**src/rtl/sssp_child_stage_if.sv**
```systemverilog
// ============================================================================
// Module  : sssp_child_stage_if
// Brief   : Parent-beat input, child-entry output and finish-record channels.
// Revision: 1.0 - initial release
// ============================================================================
`default_nettype none

interface sssp_child_stage_if #(
  parameter int CQ_SLOT_W = 4,
  parameter int COUNT_W   = 8
);
  logic                 in_valid;
  logic                 in_ready;
  logic [31:0]          in_ts;
  logic [CQ_SLOT_W-1:0] in_cq_slot;
  logic [63:0]          in_data;
  logic                 in_last;

  logic                 child_valid;
  logic                 child_ready;
  logic [31:0]          child_ts;
  logic [31:0]          child_locale;
  logic [CQ_SLOT_W-1:0] child_cq_slot;

  logic                 finish_valid;
  logic                 finish_ready;
  logic [CQ_SLOT_W-1:0] finish_cq_slot;
  logic [COUNT_W-1:0]   finish_n_children;

  logic                 overflow;
  logic                 idle;

  modport master (
    output in_valid, in_ts, in_cq_slot, in_data, in_last, child_ready, finish_ready,
    input  in_ready, child_valid, child_ts, child_locale, child_cq_slot,
    input  finish_valid, finish_cq_slot, finish_n_children, overflow, idle
  );

  modport slave (
    input  in_valid, in_ts, in_cq_slot, in_data, in_last, child_ready, finish_ready,
    output in_ready, child_valid, child_ts, child_locale, child_cq_slot,
    output finish_valid, finish_cq_slot, finish_n_children, overflow, idle
  );
endinterface

`default_nettype wire

```
**src/rtl/sssp_child_stage.sv**
```systemverilog
// ============================================================================
// Module  : sssp_child_stage
// Brief   : Turns neighbour beats into child tasks and emits a per-parent
//           completion record once all of that parent's children have drained.
// Revision: 1.0 - initial release
// ============================================================================
`default_nettype none

module sssp_child_stage #(
  parameter int FIFO_DEPTH = 4,
  parameter int CQ_SLOT_W  = 4,
  parameter int COUNT_W    = 8
) (
  input  wire logic clk,
  input  wire logic rstn,
  sssp_child_stage_if.slave bus
);

  localparam int                 c_PTR_W   = (FIFO_DEPTH > 1) ? $clog2(FIFO_DEPTH) : 1;
  localparam logic [c_PTR_W:0]   c_DEPTH   = (c_PTR_W + 1)'(FIFO_DEPTH);
  localparam logic [COUNT_W-1:0] c_CNT_MAX = '1;

  logic [31:0]          r_mem_ts   [FIFO_DEPTH];
  logic [31:0]          r_mem_loc  [FIFO_DEPTH];
  logic [CQ_SLOT_W-1:0] r_mem_slot [FIFO_DEPTH];

  logic [c_PTR_W-1:0]   r_wr_ptr;
  logic [c_PTR_W-1:0]   r_rd_ptr;
  logic [c_PTR_W:0]     r_used;
  logic [COUNT_W-1:0]   r_par_cnt;
  logic                 r_fin_pend;
  logic [CQ_SLOT_W-1:0] r_fin_slot;
  logic [COUNT_W-1:0]   r_fin_n;
  logic                 r_ovf;

  logic                 w_full;
  logic                 w_empty;
  logic                 w_in_ready;
  logic                 w_push;
  logic                 w_pop;
  logic                 w_fin_valid;
  logic                 w_fin_take;
  logic                 w_cnt_sat;
  logic [COUNT_W-1:0]   w_cnt_next;

  assign w_full      = (r_used == c_DEPTH);
  assign w_empty     = (r_used == '0);
  // A pending finish blocks new beats so the next parent cannot reuse the counter early.
  assign w_in_ready  = !w_full && !r_fin_pend;
  assign w_push      = bus.in_valid && w_in_ready;
  assign w_pop       = !w_empty && bus.child_ready;
  assign w_fin_valid = r_fin_pend && w_empty;
  assign w_fin_take  = w_fin_valid && bus.finish_ready;
  assign w_cnt_sat   = (r_par_cnt == c_CNT_MAX);
  assign w_cnt_next  = w_cnt_sat ? c_CNT_MAX : r_par_cnt + COUNT_W'(1);

  always_ff @(posedge clk) begin
    if (w_push) begin
      r_mem_ts[r_wr_ptr]   <= bus.in_ts + bus.in_data[63:32];
      r_mem_loc[r_wr_ptr]  <= bus.in_data[31:0];
      r_mem_slot[r_wr_ptr] <= bus.in_cq_slot;
    end
  end

  always_ff @(posedge clk or negedge rstn) begin
    if (!rstn) begin
      r_wr_ptr   <= '0;
      r_rd_ptr   <= '0;
      r_used     <= '0;
      r_par_cnt  <= '0;
      r_fin_pend <= 1'b0;
      r_fin_slot <= '0;
      r_fin_n    <= '0;
      r_ovf      <= 1'b0;
    end else begin
      if (w_push) r_wr_ptr <= r_wr_ptr + c_PTR_W'(1);
      if (w_pop)  r_rd_ptr <= r_rd_ptr + c_PTR_W'(1);

      case ({w_push, w_pop})
        2'b10:   r_used <= r_used + (c_PTR_W + 1)'(1);
        2'b01:   r_used <= r_used - (c_PTR_W + 1)'(1);
        default: r_used <= r_used;
      endcase

      if (w_fin_take) r_fin_pend <= 1'b0;

      if (w_push) begin
        if (w_cnt_sat) r_ovf <= 1'b1;
        if (bus.in_last) begin
          r_fin_pend <= 1'b1;
          r_fin_slot <= bus.in_cq_slot;
          r_fin_n    <= w_cnt_next;
          r_par_cnt  <= '0;
        end else begin
          r_par_cnt  <= w_cnt_next;
        end
      end
    end
  end

  assign bus.in_ready          = w_in_ready;
  assign bus.child_valid       = !w_empty;
  assign bus.child_ts          = r_mem_ts[r_rd_ptr];
  assign bus.child_locale      = r_mem_loc[r_rd_ptr];
  assign bus.child_cq_slot     = r_mem_slot[r_rd_ptr];
  assign bus.finish_valid      = w_fin_valid;
  assign bus.finish_cq_slot    = r_fin_slot;
  assign bus.finish_n_children = r_fin_n;
  assign bus.overflow          = r_ovf;
  assign bus.idle              = w_empty && !r_fin_pend && (r_par_cnt == '0);

endmodule

`default_nettype wire

```
**src/flat_wrapper.sv**
```systemverilog
// flat-port wrapper written by rule: the top's interface ports become plain ports
module sssp_child_stage_flat 
#(
  parameter int FIFO_DEPTH = 4,
  parameter int CQ_SLOT_W  = 4,
  parameter int COUNT_W    = 8
)
  (clk, rstn, bus_in_valid, bus_in_ts, bus_in_cq_slot, bus_in_data, bus_in_last, bus_child_ready, bus_finish_ready, bus_in_ready, bus_child_valid, bus_child_ts, bus_child_locale, bus_child_cq_slot, bus_finish_valid, bus_finish_cq_slot, bus_finish_n_children, bus_overflow, bus_idle);
  sssp_child_stage_if #(.CQ_SLOT_W(CQ_SLOT_W), .COUNT_W(COUNT_W)) bus_i ();
  input  wire logic clk;
  input  wire logic rstn;
  input wire logic [$bits(bus_i.in_valid)-1:0] bus_in_valid;
  input wire logic [$bits(bus_i.in_ts)-1:0] bus_in_ts;
  input wire logic [$bits(bus_i.in_cq_slot)-1:0] bus_in_cq_slot;
  input wire logic [$bits(bus_i.in_data)-1:0] bus_in_data;
  input wire logic [$bits(bus_i.in_last)-1:0] bus_in_last;
  input wire logic [$bits(bus_i.child_ready)-1:0] bus_child_ready;
  input wire logic [$bits(bus_i.finish_ready)-1:0] bus_finish_ready;
  output wire logic [$bits(bus_i.in_ready)-1:0] bus_in_ready;
  output wire logic [$bits(bus_i.child_valid)-1:0] bus_child_valid;
  output wire logic [$bits(bus_i.child_ts)-1:0] bus_child_ts;
  output wire logic [$bits(bus_i.child_locale)-1:0] bus_child_locale;
  output wire logic [$bits(bus_i.child_cq_slot)-1:0] bus_child_cq_slot;
  output wire logic [$bits(bus_i.finish_valid)-1:0] bus_finish_valid;
  output wire logic [$bits(bus_i.finish_cq_slot)-1:0] bus_finish_cq_slot;
  output wire logic [$bits(bus_i.finish_n_children)-1:0] bus_finish_n_children;
  output wire logic [$bits(bus_i.overflow)-1:0] bus_overflow;
  output wire logic [$bits(bus_i.idle)-1:0] bus_idle;
  assign bus_i.in_valid = bus_in_valid;
  assign bus_i.in_ts = bus_in_ts;
  assign bus_i.in_cq_slot = bus_in_cq_slot;
  assign bus_i.in_data = bus_in_data;
  assign bus_i.in_last = bus_in_last;
  assign bus_i.child_ready = bus_child_ready;
  assign bus_i.finish_ready = bus_finish_ready;
  assign bus_in_ready = bus_i.in_ready;
  assign bus_child_valid = bus_i.child_valid;
  assign bus_child_ts = bus_i.child_ts;
  assign bus_child_locale = bus_i.child_locale;
  assign bus_child_cq_slot = bus_i.child_cq_slot;
  assign bus_finish_valid = bus_i.finish_valid;
  assign bus_finish_cq_slot = bus_i.finish_cq_slot;
  assign bus_finish_n_children = bus_i.finish_n_children;
  assign bus_overflow = bus_i.overflow;
  assign bus_idle = bus_i.idle;
  sssp_child_stage #(.FIFO_DEPTH(FIFO_DEPTH), .CQ_SLOT_W(CQ_SLOT_W), .COUNT_W(COUNT_W)) u_core (.clk(clk), .rstn(rstn), .bus(bus_i));
endmodule
```
**config.mk**
```make
export PLATFORM = sky130hd
export DESIGN_NAME = sssp_child_stage_flat
export DESIGN_NICKNAME = d
export VERILOG_FILES = /design/src/rtl/sssp_child_stage_if.sv /design/src/rtl/sssp_child_stage.sv /design/src/flat_wrapper.sv
export SDC_FILE = /design/constraint.sdc
export NUM_CORES = 1
export LEC_CHECK = 0
export ABC_AREA = 1
export BUFFER_PORTS_ARGS = -buffer_cell sky130_fd_sc_hd__buf_2
export CORE_MARGIN = 2
export CORE_UTILIZATION = 62
export DETAILED_ROUTE_END_ITERATION = 8
export PLACE_DENSITY = 0.95
export REMOVE_ABC_BUFFERS = 1
export SETUP_SLACK_MARGIN = 0.1
export SYNTH_ARGS = -nofsm -noshare
export SYNTH_HDL_FRONTEND = slang
export SYNTH_SLANG_ARGS = --single-unit
```
**constraint.sdc**
```tcl
create_clock -name clk -period 7.3 [get_ports clk]
set_input_delay 0.73 -clock clk [delete_from_list [all_inputs] [get_ports clk]]
set_output_delay 0.73 -clock clk [all_outputs]
set_load 0.1 [all_outputs]
```
Yosys cells after proc, flatten, opt, wreduce, memory -nomap -nowiden

Memories as Yosys holds them, arrays and structs flattened.
Index checks and enable logic that the tools add are counted.

$add $sub $neg: 6
Equality and inequality tests: 4
Muxes and demuxes: 8
Reductions and logical operators: 15

Operators by type and width:

| cell                | number |
|---|---|
| $add 32x32->32      | 1 |
| $mux 8              | 2 |
| $add 8x1->8 const B | 1 |
| $eq 8x8->1 const B  | 1 |
| $logic_not 8->1     | 1 |
| $logic_and 1x1->1   | 7 |
| $pmux 3 s2          | 1 |
| $mux 1              | 5 |
| $add 2x1->2 const B | 2 |
| $reduce_and 2->1    | 2 |
| $add 3x1->3 const B | 1 |
| $eq 3x3->1 const B  | 1 |
| $logic_not 1->1     | 3 |
| $logic_not 3->1     | 1 |
| $sub 3x1->3 const B | 1 |
| $eq 2x1->1 const B  | 1 |
| $eq 2x2->1 const B  | 1 |
| $reduce_bool 2->1   | 1 |

Register bits: 29
Bits in writable memories: 272
Output and inout port bits: 85
Memories kept: 3

Memories:

| name              | words | width | read ports | clocked after memory_dff | wr ports | RTL line               | RTL |
|---|---|---|---|---|---|---|---|
| u_core.r_mem_loc  | 4     | 32    | 1          | 0                        | 1        | sssp_child_stage.sv:24 | `logic [31:0] r_mem_loc [FIFO_DEPTH];` |
| u_core.r_mem_ts   | 4     | 32    | 1          | 0                        | 1        | sssp_child_stage.sv:23 | `logic [31:0] r_mem_ts [FIFO_DEPTH];` |
| u_core.r_mem_slot | 4     | 4     | 1          | 0                        | 1        | sssp_child_stage.sv:25 | `logic [CQ_SLOT_W-1:0] r_mem_slot [FIFO_DEPTH];` |

Depth between registers and ports, before layout

Word-level depth: 6
Mapped depth: 12

Worst setup path before layout

Ideal clock, no wire load.

Kind: reg2reg
From: register u_core.r_used[0]
To: memory u_core.r_mem_loc[0][0] (enable)
Data arrival time: 4.292 ns
Data required time: 6.806 ns
Path slack: 2.513 ns
Cell stages (with the launch flop): 6
Period minus slack after synthesis: 4.787 ns
Path through: dfrtp_1 -> inv_2 -> a31oi_4 -> nand2_2 -> buf_6 -> nor2_1

Word-level cells in the longest chain between the ends: 6

Ends and longest elaborated chain:

| what                         | RTL line               | RTL |
|---|---|---|
| from (decl)                  | sssp_child_stage.sv:29 | `logic [c_PTR_W:0] r_used;` |
| from (signal assigned)       | sssp_child_stage.sv:80 | `2'b10: r_used <= r_used + (c_PTR_W + 1)'(1);` |
| from (signal assigned)       | sssp_child_stage.sv:81 | `2'b01: r_used <= r_used - (c_PTR_W + 1)'(1);` |
| from (signal assigned)       | sssp_child_stage.sv:82 | `default: r_used <= r_used;` |
| $eq 3x3->1                   | sssp_child_stage.sv:46 | `assign w_full = (r_used == c_DEPTH);` |
| $logic_not 1->1              | sssp_child_stage.sv:49 | `assign w_in_ready = !w_full && !r_fin_pend;` |
| $logic_and 1x1->1            | sssp_child_stage.sv:49 |  |
| via bus_in_ready             | flat_wrapper.sv:19     | `output wire logic [$bits(bus_i.in_ready)-1:0] bus_in_ready;` |
| $logic_and 1x1->1            | sssp_child_stage.sv:50 | `assign w_push = bus.in_valid && w_in_ready;` |
| $mux 1                       | sssp_child_stage.sv:58 | `if (w_push) begin` |
| $mux 1 (not written as such) | sssp_child_stage.sv:60 | `r_mem_loc[r_wr_ptr] <= bus.in_data[31:0];` |
| to (decl)                    | sssp_child_stage.sv:24 |  |

The timed path passes the listed nets, and every way through them passes these cells.

Final worst setup path

From: register u_core.r_rd_ptr[0]
To: output bus_child_ts[13]

Word-level cells in the longest chain between the ends: 1

Ends and longest elaborated chain:

| what                   | RTL line               | RTL |
|---|---|---|
| from (decl)            | sssp_child_stage.sv:28 | `logic [c_PTR_W-1:0] r_rd_ptr;` |
| from (signal assigned) | sssp_child_stage.sv:77 | `if (w_pop) r_rd_ptr <= r_rd_ptr + c_PTR_W'(1);` |
| $mem_v2 4x32           | n/a                    |  |
| to (decl)              | flat_wrapper.sv:21     | `output wire logic [$bits(bus_i.child_ts)-1:0] bus_child_ts;` |

No other way between the ends.

==> results.md <==
* RSZ-0062 raised after global routing: no
* Core box area at 0.0218 sq mm
* Routability cong. at 0.954
* First-pass GRT wire length at 51.8 mm
* CP Launch Point: u_core.r_rd_ptr[0]
* Fmax at 0.239 GHz
* Worst-Skew Late Latency at 0.54 ns
* Unique masters post-synth at 32
* Sequential-to-total area share from yosys stat at 64.6%
* Maxcap violations at 0
* Avg Inst Size Synth at 10.4 sq um
* Hpwl dp at 20.7 mm
* Simple-gate portion of the synthesized area at 15.2%
* Worst clock skew on the final layout at 0.0170 ns
* Initial Util at 63.1%
* Tmin final at 4.19 ns
* Vias in the first global route at 10,399
* Antenna violations before repair at 1
* Wl on met1 at 12.9 mm
* Final period utilization at 57.4%
* Outcome: finished clean
* CTS Sinks at 301
* # IOs at 191
* Worst slew margin at 29.5%
* Critical-path top delay cell: buf_4
* DRC viols at 0
* Number of synthesized register bits at 301
* Post_cts resized at 0
* Area Overhead vs Synth at 16.2%
* Most common cell after layout, fill and taps aside: nand2_1
* CP bufs+invs at 3
* Die Y at 153 um
* Standard-cell rows at 54
* Critical-path cell list: inv_4 > buf_4 > o21ai_0 > o22ai_1 > buf_2
* Slew Limit Fails at 0
* Largest family of logic cells by synthesized area: simple AND/OR/NAND/NOR gates
* Fraction of synthesized cell area in xor and xnor cells at 1.27%
* Setup repair bufs after CTS at 0
* Via density per instance at 5.73
* Final hold vios at 0
* Crit Path Class: reg2out
* Crit path max-delay family: buffers and inverters
* Port Buffers at 190
* CTS root buffer: clkbuf_16
* CP max stage delay at 0.71 ns
* Post-synthesis compound-gate area fraction at 9.82%
* CP max FO at 74
* Top Metal Used: met4
* Final WL at 32.2 mm
* Die Width at 153 um
* Final #Nets at 1,657
* Most frequent cells in the layout: nand2_1, edfxtp_1, buf_2
* Synth top area share at 59.3%
* Clock Pin Slew Worst Setup and Hold Paths at 0.06 ns
* Share of cells above drive strength 1 at 17.5%
* CTS tree: done
* 1st-iter DRT viols at 1,038
* DR WL met2 at 16.2 mm
* Critical path arrival at 3.46 ns
* Setup crit end kind: output port
* TritonRoute pass-1 iters at 5
* CTS Buffer Depth at 3
* Die area at 0.0234 sq mm
* Adder-cell share of the synthesized area at 3.74%
* Met3 routed WL at 2.23 mm
* Largest net degree at the start of global routing at 99
* Cts hold-fix bufs at 0
* Post-synthesis mux area share at 0%
* Crit start category: flop
* Reg-to-reg startpoint: u_core.r_used[2]
* Worst Path Required at 6.57 ns
* All-Layer GR Usage at 27.4%
* Cts bufs inserted at 30
* Synth top area cells: edfxtp_1, nand2_1, dfrtp_1
* Slew @ Worst Pin at 1.05 ns
* Synth Cell Area at 0.0138 sq mm
* Hold Path Class: in2async
* Avg WL per Cell at 17.7 um
* Endpoints failing setup at 0
* Post-Syn Instances at 1,327
* H-tree depth at 1
* Yosys top cell by area: edfxtp_1
* Setup TNS Final at 0 ns
* Overflow after GRT at 0
* Yosys warnings at 0
* Routed Antenna Nets at 0
* Routed via count at 10,398
## layout make-up
cell class / count / area (sq um)
well taps: 280 / 350
repair buffers: 199 / 1020
clock buffers: 39 / 795
fillers: 1448 / 5810
diodes: 1 / 2.50
inverters: 143 / 539
flip-flops and latches: 301 / 8900
clock inverters: 16 / 245
multi-input cells: 836 / 4160
## Yosys cell counts (all sizes together)
cell type / count
a21o: 1
a21oi: 21
a31oi: 1
buf: 19
clkbuf: 28
dfrtp: 29
edfxtp: 272
fa: 2
ha: 38
inv: 143
nand2: 293
nand3: 30
nand4: 5
nor2: 193
nor3: 7
o21ai: 152
o21bai: 3
o22ai: 69
or2: 1
xnor2: 3
xor2: 17
## worst register-to-register path, stage by stage, from the launching register on
cell	delay (ns)
dfrtp_1	0.44
a31oi_4	0.23
nand2_2	0.33
nor2_4	0.93
buf_4	0.66
## path summary, 6_finish.rpt
path | endpoint | slack [ns] | cells after the start
worst max-delay path | bus_child_ts[13] | 3.11 | 5
worst min-delay path | u_core.bus.finish_n_children[4] | 0.23 | 1
worst max register to register | u_core.r_mem_ts[3][16] | 4.32 | 4
worst min register to register | u_core.bus.finish_cq_slot[0] | 0.47 | 2
max in group asynchronous | u_core.r_rd_ptr[0] | 6.58 | 1
min in group clk | u_core.r_mem_loc[2][19] | 0.40 | 1
## cells by family (layout without fill, tap and decap cells)
group	count (synthesis)	count (layout)
other cells	0	1
xor+xnor	20	20
fa+ha+maj	40	40
simple gates	529	529
compound gates	247	247
buf+inv	190	397
flops	301	301
## flip-flops by register name (all words and copies together) (netlist names)
signal,cells
u_core.r_mem_loc,128
u_core.r_mem_ts,128
u_core.r_mem_slot,16
u_core.bus.finish_n_children,8
u_core.r_par_cnt,8
u_core.bus.finish_cq_slot,4
u_core.r_used,3
u_core.r_rd_ptr,2
u_core.r_wr_ptr,2
u_core.bus.overflow,1
u_core.r_fin_pend,1
## per-stage QoR
step	utilization (%)	worst slack (ns)	hold WS [ns]	cells	instance area (sq um)
6_report	73.4	3.11	0.228	1815	16000
5_1_grt	73.4	2.92	0.257	1815	16000
3_5_place_dp	68.6	3.66	0.459	1759	15000
4_1_cts	73.4	3.09	0.229	1814	16000
3_3_place_gp	68.6	3.81	0.450	1759	15000
2_1_floorplan	-	2.07	0.434	1280	13600
## routing by layer
layer	GRT usage (%)	up-vias
li1	-	4885
met1	36.1	4910
met2	48.0	517
met3	3.03	86
met4	9.13	0
met5	0	-
Power is left out: the tool's default activity adds up to more than one toggle a clock period on the data nets, which glitch-free logic cannot reach.
